--- src/rtl/console_uart_tx_pkg.sv ---
// console_uart_tx shared types and constants.
// FSM state encodings and the console byte width.
package console_uart_tx_pkg;

  localparam int CONSOLE_BYTE_W = 8;

  typedef enum logic [1:0] {
    UART_IDLE  = 2'd0,
    UART_START = 2'd1,
    UART_DATA  = 2'd2,
    UART_STOP  = 2'd3
  } uart_state_e;

  // Baud counter width; never below one bit.
  function automatic int cnt_w(input int n);
    return (n <= 2) ? 1 : $clog2(n);
  endfunction

endpackage

--- src/rtl/console_uart_tx_if.sv ---
// Console write port plus UART status bundle.
// master = SoC side, slave = console_uart_tx.
interface console_uart_tx_if #(
  parameter int XLEN       = 32,
  parameter int FIFO_DEPTH = 16
);

  localparam int CW = $clog2(FIFO_DEPTH) + 1;

  logic [XLEN-1:0] console_wdata;
  logic            console_we;
  logic            tx;
  logic            busy;
  logic            overflow;
  logic [CW-1:0]   fifo_count;

  modport master (
    output console_wdata,
    output console_we,
    input  tx,
    input  busy,
    input  overflow,
    input  fifo_count
  );

  modport slave (
    input  console_wdata,
    input  console_we,
    output tx,
    output busy,
    output overflow,
    output fifo_count
  );

endinterface

--- src/rtl/console_uart_tx_byte_fifo.sv ---
// Show-ahead synchronous byte FIFO, async reset.
// A pop on a full FIFO frees room for a same-edge push.
module console_uart_tx_byte_fifo
  import console_uart_tx_pkg::*;
#(
  parameter int WIDTH = CONSOLE_BYTE_W,
  parameter int DEPTH = 16
) (
  input  logic                     clk,
  input  logic                     reset,
  input  logic                     push,
  input  logic [WIDTH-1:0]         din,
  input  logic                     pop,
  output logic [WIDTH-1:0]         dout,
  output logic [$clog2(DEPTH):0]   count,
  output logic                     full,
  output logic                     empty
);

  localparam int AW = $clog2(DEPTH);

  if (DEPTH < 2 || (DEPTH & (DEPTH - 1)) != 0) begin : g_chk_depth
    $error("DEPTH must be a power of two >= 2");
  end

  logic [WIDTH-1:0] mem [DEPTH];
  logic [AW:0]      wr_q;
  logic [AW:0]      rd_q;
  logic             do_pop;
  logic             do_push;

  assign empty   = (wr_q == rd_q);
  assign full    = (wr_q[AW] != rd_q[AW]) &&
                   (wr_q[AW-1:0] == rd_q[AW-1:0]);
  assign do_pop  = pop & ~empty;
  assign do_push = push & (~full | do_pop);
  assign count   = wr_q - rd_q;
  assign dout    = mem[rd_q[AW-1:0]];

  // Storage write; contents need no reset.
  always_ff @(posedge clk) begin
    if (do_push) mem[wr_q[AW-1:0]] <= din;
  end

  // Pointer update with extra wrap bit.
  always_ff @(posedge clk or posedge reset) begin
    if (reset) begin
      wr_q <= '0;
      rd_q <= '0;
    end else begin
      if (do_push) wr_q <= wr_q + 1'b1;
      if (do_pop)  rd_q <= rd_q + 1'b1;
    end
  end

endmodule

--- src/rtl/console_uart_tx.sv ---
// Console byte sink: FIFO-buffered 8N1 UART transmitter.
// Sends byte 0 of each console write, LSB first, idle high.
module console_uart_tx
  import console_uart_tx_pkg::*;
#(
  parameter int XLEN         = 32,
  parameter int FIFO_DEPTH   = 16,
  parameter int CLKS_PER_BIT = 868
) (
  input  logic            clk,
  input  logic            reset,
  console_uart_tx_if.slave bus
);

  localparam int CW = $clog2(FIFO_DEPTH) + 1;
  localparam int BW = cnt_w(CLKS_PER_BIT);
  localparam logic [BW-1:0] CNT_MAX = BW'(CLKS_PER_BIT - 1);

  if (CLKS_PER_BIT < 2) begin : g_chk_cpb
    $error("CLKS_PER_BIT must be >= 2");
  end

  logic [CONSOLE_BYTE_W-1:0] f_dout;
  logic [CW-1:0]             f_count;
  logic                      f_full;
  logic                      f_empty;
  logic                      pop;
  logic                      bit_end;

  uart_state_e               state_q;
  logic [BW-1:0]             cnt_q;
  logic [2:0]                bit_q;
  logic [CONSOLE_BYTE_W-1:0] shift_q;
  logic                      tx_q;
  logic                      ovf_q;

  logic                      unused_hi;
  assign unused_hi = ^bus.console_wdata[XLEN-1:CONSOLE_BYTE_W];

  console_uart_tx_byte_fifo #(
    .WIDTH (CONSOLE_BYTE_W),
    .DEPTH (FIFO_DEPTH)
  ) u_fifo (
    .clk   (clk),
    .reset (reset),
    .push  (bus.console_we),
    .din   (bus.console_wdata[CONSOLE_BYTE_W-1:0]),
    .pop   (pop),
    .dout  (f_dout),
    .count (f_count),
    .full  (f_full),
    .empty (f_empty)
  );

  assign bit_end = (cnt_q == CNT_MAX);
  assign pop     = ~f_empty &
                   ((state_q == UART_IDLE) |
                    ((state_q == UART_STOP) & bit_end));

  // Frame sequencer: start, 8 data bits, stop, chained.
  always_ff @(posedge clk or posedge reset) begin
    if (reset) begin
      state_q <= UART_IDLE;
      cnt_q   <= '0;
      bit_q   <= '0;
      shift_q <= '0;
      tx_q    <= 1'b1;
    end else begin
      unique case (state_q)
        UART_IDLE: begin
          cnt_q <= '0;
          if (pop) begin
            shift_q <= f_dout;
            tx_q    <= 1'b0;
            state_q <= UART_START;
          end
        end
        UART_START: begin
          if (bit_end) begin
            cnt_q   <= '0;
            bit_q   <= '0;
            tx_q    <= shift_q[0];
            state_q <= UART_DATA;
          end else begin
            cnt_q <= cnt_q + 1'b1;
          end
        end
        UART_DATA: begin
          if (bit_end) begin
            cnt_q <= '0;
            if (bit_q == 3'd7) begin
              tx_q    <= 1'b1;
              state_q <= UART_STOP;
            end else begin
              bit_q   <= bit_q + 1'b1;
              shift_q <= shift_q >> 1;
              tx_q    <= shift_q[1];
            end
          end else begin
            cnt_q <= cnt_q + 1'b1;
          end
        end
        UART_STOP: begin
          if (bit_end) begin
            cnt_q <= '0;
            if (pop) begin
              shift_q <= f_dout;
              tx_q    <= 1'b0;
              state_q <= UART_START;
            end else begin
              state_q <= UART_IDLE;
            end
          end else begin
            cnt_q <= cnt_q + 1'b1;
          end
        end
      endcase
    end
  end

  // Sticky drop flag: push on a full FIFO with no pop.
  always_ff @(posedge clk or posedge reset) begin
    if (reset) begin
      ovf_q <= 1'b0;
    end else if (bus.console_we & f_full & ~pop) begin
      ovf_q <= 1'b1;
    end
  end

  assign bus.tx         = tx_q;
  assign bus.overflow   = ovf_q;
  assign bus.fifo_count = f_count;
  assign bus.busy       = (state_q != UART_IDLE) | (f_count != '0);

endmodule
--- src/flat_wrapper.sv ---
// flat-port wrapper written by rule: the top's interface ports become plain ports
module console_uart_tx_flat import console_uart_tx_pkg::*;
#(
  parameter int XLEN         = 32,
  parameter int FIFO_DEPTH   = 16,
  parameter int CLKS_PER_BIT = 868
)
  (clk, reset, bus_console_wdata, bus_console_we, bus_tx, bus_busy, bus_overflow, bus_fifo_count);
  console_uart_tx_if #(.XLEN(XLEN), .FIFO_DEPTH(FIFO_DEPTH)) bus_i ();
  input  logic clk;
  input  logic reset;
  input wire logic [$bits(bus_i.console_wdata)-1:0] bus_console_wdata;
  input wire logic [$bits(bus_i.console_we)-1:0] bus_console_we;
  output wire logic [$bits(bus_i.tx)-1:0] bus_tx;
  output wire logic [$bits(bus_i.busy)-1:0] bus_busy;
  output wire logic [$bits(bus_i.overflow)-1:0] bus_overflow;
  output wire logic [$bits(bus_i.fifo_count)-1:0] bus_fifo_count;
  assign bus_i.console_wdata = bus_console_wdata;
  assign bus_i.console_we = bus_console_we;
  assign bus_tx = bus_i.tx;
  assign bus_busy = bus_i.busy;
  assign bus_overflow = bus_i.overflow;
  assign bus_fifo_count = bus_i.fifo_count;
  console_uart_tx #(.XLEN(XLEN), .FIFO_DEPTH(FIFO_DEPTH), .CLKS_PER_BIT(CLKS_PER_BIT)) u_core (.clk(clk), .reset(reset), .bus(bus_i));
endmodule
--- config.mk ---
export PLATFORM = sky130hd
export DESIGN_NAME = console_uart_tx_flat
export DESIGN_NICKNAME = d
export VERILOG_FILES = /design/src/rtl/console_uart_tx_pkg.sv /design/src/rtl/console_uart_tx_if.sv /design/src/rtl/console_uart_tx_byte_fifo.sv /design/src/rtl/console_uart_tx.sv /design/src/flat_wrapper.sv
export SDC_FILE = /design/constraint.sdc
export NUM_CORES = 1
export LEC_CHECK = 0
export ABC_CLOCK_PERIOD_IN_PS = 2330
export CORE_UTILIZATION = 45
export CTS_CLUSTER_DIAMETER = 80
export DETAILED_ROUTE_END_ITERATION = 10
export GPL_TIMING_DRIVEN = 0
export PLACE_DENSITY = 0.78
export REMOVE_ABC_BUFFERS = 1
export SETUP_SLACK_MARGIN = 0.15
export SYNTH_ARGS = -nofsm -noshare
export SYNTH_HDL_FRONTEND = slang
export SYNTH_SLANG_ARGS = --single-unit
--- constraint.sdc ---
create_clock -name clk -period 2.33 [get_ports clk]
set_input_delay 0.466 -clock clk [delete_from_list [all_inputs] [get_ports clk]]
set_output_delay 0.466 -clock clk [all_outputs]
set_load 0.02 [all_outputs]
Word-level counts from Yosys, hierarchy flattened
Memories as Yosys holds them, arrays and structs flattened.
Index checks and enable logic that the tools add are counted.
{ "op_classes": {"add_sub_neg": 5, "eq_ne": 14, "mux": 26, "bitwise": 12, "n_reduce_logical": 11} }
{ "ops": {"columns": ["operator", "n"], "rows": [
  ["$mux W8", 4],
  ["$pmux W8 S3", 1],
  ["$pmux W10 S2", 1],
  ["$add A10 B1 Y10 const B", 1],
  ["$add A5 B1 Y5 const B", 2],
  ["$eq A10 B10 Y1 const B", 1],
  ["$mux W10", 1],
  ["$mux W2", 5],
  ["$ne A2 B1 Y1 const B", 5],
  ["$mux W3", 3],
  ["$mux W1", 8],
  ["$pmux W2 S4", 1],
  ["$reduce_and A4 Y1", 2],
  ["$and A1 B1 Y1", 6],
  ["$pmux W3 S2", 1],
  ["$eq A5 B5 Y1", 1],
  ["$reduce_and A5 Y1", 1],
  ["$reduce_bool A5 Y1", 1],
  ["$sub A5 B5 Y5", 1],
  ["$eq A2 B2 Y1 const B", 2],
  ["$eq A4 B4 Y1", 1],
  ["$pmux W1 S4", 1],
  ["$reduce_bool A2 Y1", 2],
  ["$add A3 B1 Y3 const B", 1],
  ["11 further kinds", 15]
]} }
{ "word_totals": {"register_bits": 35, "ram_bits": 128, "inputBits": 35, "output_inout_bits": 8, "wordCells": 77, "n_memories": 1} }
{ "memory_table": {"columns": ["name", "depth", "width", "read_ports", "rd_ports_with_merged_regs", "write_ports", "line", "text"], "rows": [
  ["u_core.u_fifo.mem", 16, 8, 1, 0, 1, "console_uart_tx_byte_fifo.sv:26", "logic [WIDTH-1:0] mem [DEPTH];"]
]} }

Logic depth before layout (Yosys ltp)
{ "depth": {"depth_word": 9, "depth_mapped": 8, "ltp_nobuf": 8} }

Hierarchy
Synthesis repeated with hierarchy kept, for this count alone.
{ "hier_totals": {"hier_cells": 469, "hier_area_um2": 7324.5} }
{ "by_module_without_submodules": {"columns": ["mod", "n_inst", "cells_each", "area_per_inst_um2", "seq_area_each_um2"], "rows": [
  ["console_uart_tx_byte_fifo", 1, 299, 5695.5, 4093.9],
  ["console_uart_tx", 1, 170, 1629.1, 626.9]
]} }

Least setup slack after synthesis
No wires, ideal clock.
{ "synth_path": {"path_type": "register -> output", "from": "reg u_core.u_fifo.wr_q[0]", "to": "out bus_busy", "t_arrival_ps": 2150, "t_required_ps": 1864, "setup_slack_ps": -286, "path_stages_with_launch": 9, "path_buffers": 0, "path_cell_list": "dfrtp_1 inv_1 ha_1 fa_1 inv_1 a21o_1 a21oi_1 xnor2_1 or4_1"} }
{ "synth_via": {"elab_chain_cells": 3} }
{ "synth_rtl": {"columns": ["item", "line", "text"], "rows": [
  ["start: declaration", "console_uart_tx_byte_fifo.sv:27", "logic [AW:0] wr_q;"],
  ["start signal: assignment", "console_uart_tx_byte_fifo.sv:51", "if (do_push) wr_q <= wr_q + 1'b1;"],
  ["$sub A5 B5 Y5", "console_uart_tx_byte_fifo.sv:37", "assign count = wr_q - rd_q;"],
  ["named net bus_fifo_count[4]", "flat_wrapper.sv:17", "output wire logic [$bits(bus_i.fifo_count)-1:0] bus_fifo_count;"],
  ["$reduce_bool A5 Y1", "console_uart_tx.sv:133", "assign bus.busy = (state_q != UART_IDLE) | (f_count != '0);"],
  ["$or A1 B1 Y1", "console_uart_tx.sv:133", null],
  ["end: declaration", "flat_wrapper.sv:15", "output wire logic [$bits(bus_i.busy)-1:0] bus_busy;"]
]} }
The timed path passes the listed nets, and every way through them passes these cells.

Worst setup path in the final report
{ "layout_path": {"from": "reg u_core.u_fifo.rd_q[0]", "to": "out bus_busy"} }
{ "layout_via": {"elab_chain_cells": 3} }
{ "layout_rtl": {"columns": ["item", "line", "text"], "rows": [
  ["start: declaration", "console_uart_tx_byte_fifo.sv:28", "logic [AW:0] rd_q;"],
  ["start signal: assignment", "console_uart_tx_byte_fifo.sv:52", "if (do_pop) rd_q <= rd_q + 1'b1;"],
  ["$sub A5 B5 Y5", "console_uart_tx_byte_fifo.sv:37", null],
  ["$reduce_bool A5 Y1", "console_uart_tx.sv:133", null],
  ["$or A1 B1 Y1", "console_uart_tx.sv:133", null]
]} }
Every way passes these cells.

==> flow_summary.yaml <==
job:
  drv_cap: 0
sta:
  whs_ns: 0.466
  hold_viol_final: 0
  max_freq_ghz: 0.347
  skew_ns: 0.00767
  maxSlewHeadroom_pct: 49.6
  fin_crit_ns: 2.88
  rsz0062_at_grt: "true"
  setup_violations: 4
  drv_slew: 0
  period_share_pct: 124
  worstMarginPinSlew_ns: 0.755
  fin_ws_ns: -0.550
critical_path:
  start_kind: "flop"
  arrival_ns: 2.41
  crit_required_ns: 1.86
  cp_cell_sequence: "ha_4, fa_2, buf_4, xnor2_2, or4_1, buf_6"
  critPathCaptureType: "primary output"
  worst-setup-path-type: "flop to primary output"
  crit_slowest_cell: "or4_1"
  slowest_delay_ns: 0.54
  r2r_setup_slack_ns: 0.01
  cp_max_fo: 2
yosys:
  yosysWarnings: 0
  synth_edf_count: 128
  ys_seq_elements: 163
  synth-main-ff-cell: "edfxtp_1"
  netlist_instances: 475
  syn-mean-instance-area_um2: 14.8
  syn-cell-area_um2: 7040
  async_reset_ff_share_pct: 21.5
  ys_types: 47
  seq_area_frac_synth_pct: 67.0
cells_and_area:
  areaGrowthSynthToFinish_pct: 21.1
  stdcell_count: 751
  layout.nets: 580
  diodes: 0
  drive_above_1_share_pct: 24.6
clock_network:
  clk_pin_slew_worst_paths_ns: 0.06
  cts_tree: "done"
  cts_max_level: 4
  clk_latency_ns: 0.43
  cts_buffer_depth: 2
  cts_root_buf: "clkbuf_16"
  ctsHoldBuffers: 0
  numCtsBuffers: 17
  clock_sinks: 163
detailed_routing:
  wirelength_um: 15400
  wire_per_inst_um: 20.6
  drt-initial-drc-count: 372
  ant_nets: 0
  vias: 4272
  vias_per_cell: 5.69
  drc: 0
  first_pass_iters: 5
grt:
  grt_pass1_wl_um: 22700
  track_usage_pct: 19.2
  grt_pass1_vias: 4179
  grt_max_degree: 51
  gr-total-overflow: 0
  antenna_found_initial: 0
status:
  outcome: "finished, violations left"
  violations: "setup timing"
floorplan:
  die_y_um: 127
  num_rows: 45
  core_um2: 15300
  io_pins: 43
  dieArea_um2: 16200
  initial_core_util_pct: 46.2
  die_w_um: 127
power_and_ir_drop:
  p_leak_uw: 0.00322
  p_sw_uw: 4010
  vdd_drop_max_uv: 1590
  p_clk_share_pct: 25.0
  switching_share_pct: 34.6
  p_int_uw: 7600
  pwr-share-comb_pct: 41.4
  power_density_nw_per_um2: 1360
  p_seq_share_pct: 33.6
hold_path:
  hp-class: "flop to flop"
place:
  dp_cells: 686
  place_hpwl_um: 9000
  io_buffer_count: 18
  place_congestion: 0.807
-- what timing repair did --
item,CTS,global route
pin swaps,4,9
setup buffers,5,26
gates resized for setup,58,33
cloned,0,2
endpoints found under the setup margin,154,149
-- layout by cell type, fill, tap and decap left out, drive strengths merged, types with 5 or more instances in the layout --
cell,n
buf,37
clkbuf,19
dfrtp,34
mux2,8
clkinv,6
clkdlybuf4s50,12
nand3,7
xor2,6
a22oi,32
nor3,9
nand2,18
inv,18
nand4,5
a21oi,20
edfxtp,128
ha,17
and3,18
nor2,22
o21ai,9
xnor2,14
mux2i,64
-- state kept, by name (all words and copies together), names as in the netlist --
| register | flops |
|---|---|
| u_core.u_fifo.wr_q | 5 |
| u_core.cnt_q | 10 |
| u_core.bus.tx | 1 |
| u_core.state_q | 2 |
| u_core.u_fifo.mem | 128 |
| u_core.bit_q | 3 |
| u_core.shift_q | 8 |
| u_core.u_fifo.rd_q | 5 |
| u_core.bus.overflow | 1 |
-- area by class of cell --
class                   count  area [um2]
inverters                  15        60.1
well taps                 211         264
multi-input cells         279        2360
repair buffers             51         495
fillers                  1159        6730
clock buffers              18         429
flip-flops and latches    163        4730
clock inverters            14         181
-- cells by family after synthesis --
kind of cell	synth area share (%)
flip-flops	67.0
AND/OR/NAND/NOR	7.28
AO/OA/AOI/OAI	7.20
multiplexers	10.4
buffers and inverters	2.31
XOR/XNOR	2.49
adder cells (fa/ha/maj)	3.30
-- metal layers --
metal  track usage (%)  vias to the layer above  wire [um]
li1                  -                     1920          -
met1              23.8                     2173       6420
met5                 0                        -          0
met2              32.4                      156       7950
met4              8.33                        0        308
met3              4.27                       23        761
-- synthesized netlist by cell type, types with 2 or more instances --
library cell | n | area share [%]
and3_1 | 17 | 1.5
a21o_1 | 2 | 0.21
nor2_1 | 22 | 1.2
a21oi_1 | 19 | 1.4
xor2_1 | 6 | 0.75
buf_2 | 8 | 0.57
ha_1 | 17 | 3.0
xnor2_1 | 14 | 1.7
edfxtp_1 | 128 | 55
a22o_1 | 2 | 0.25
nand3_1 | 7 | 0.50
buf_4 | 4 | 0.43
o21ai_0 | 9 | 0.64
a22oi_1 | 32 | 3.4
nor3b_1 | 2 | 0.21
nand2_1 | 18 | 0.96
clkbuf_1 | 4 | 0.21
and2_1 | 3 | 0.27
nor3_1 | 9 | 0.64
dfrtp_1 | 34 | 12
mux2_2 | 8 | 1.3
inv_1 | 15 | 0.80
nor2b_1 | 4 | 0.36
nand4_1 | 4 | 0.36
clkbuf_2 | 2 | 0.14
mux2i_1 | 64 | 9.1
-- path summary, 6_finish.rpt --
check / cells after the start / to / startpoint
worst max register to register: 7 / u_core.u_fifo.mem[10][4]$_DFFE_PP_ / u_core.u_fifo.rd_q[2]$_DFFE_PP0P_
max in group asynchronous: 2 / u_core.u_fifo.rd_q[0]$_DFFE_PP0P_ / reset
min in group asynchronous: 2 / u_core.u_fifo.wr_q[0]$_DFFE_PP0P_ / reset
worst max-delay path: 6 / bus_busy / u_core.u_fifo.rd_q[0]$_DFFE_PP0P_
worst min register to register: 1 / u_core.cnt_q[0]$_DFF_PP0_ / u_core.cnt_q[0]$_DFF_PP0_
worst min-delay path: 1 / u_core.cnt_q[0]$_DFF_PP0_ / u_core.cnt_q[0]$_DFF_PP0_
-- critical path: cells and delay by family, from the launching register on --
kind | cells | cell delay [ns]
xor+xnor | 1 | 0.14
simple gates | 1 | 0.54
buf+inv | 2 | 0.30
fa+ha+maj | 2 | 0.51
flops | 1 | 0.50
-- power by group through the flow --
stage / clock network [uW] / registers [uW] / logic [uW]
floorplan: 0 / 4090 / 2470
global placement: 0 / 4150 / 3360
detailed placement: 0 / 4040 / 3690
CTS: 2910 / 3940 / 3930
global route: 3030 / 3940 / 5170
finish: 2900 / 3900 / 4810
-- per-stage QoR --
step	cell area, um2	power, uW	setup slack (ns)	TNS [ns]	util, %
finish	8520	11600	-0.550	-0.865	55.9
global route	8520	12100	-0.610	-2.24	55.9
CTS	8160	10800	-0.543	-15.53	53.5
detailed placement	7410	7740	-1.80	-147.70	48.6
global placement	7380	7510	-4.00	-504.48	48.4
floorplan	6940	6550	-2.60	-326.12	-
Power figures use the tool's default switching activity.
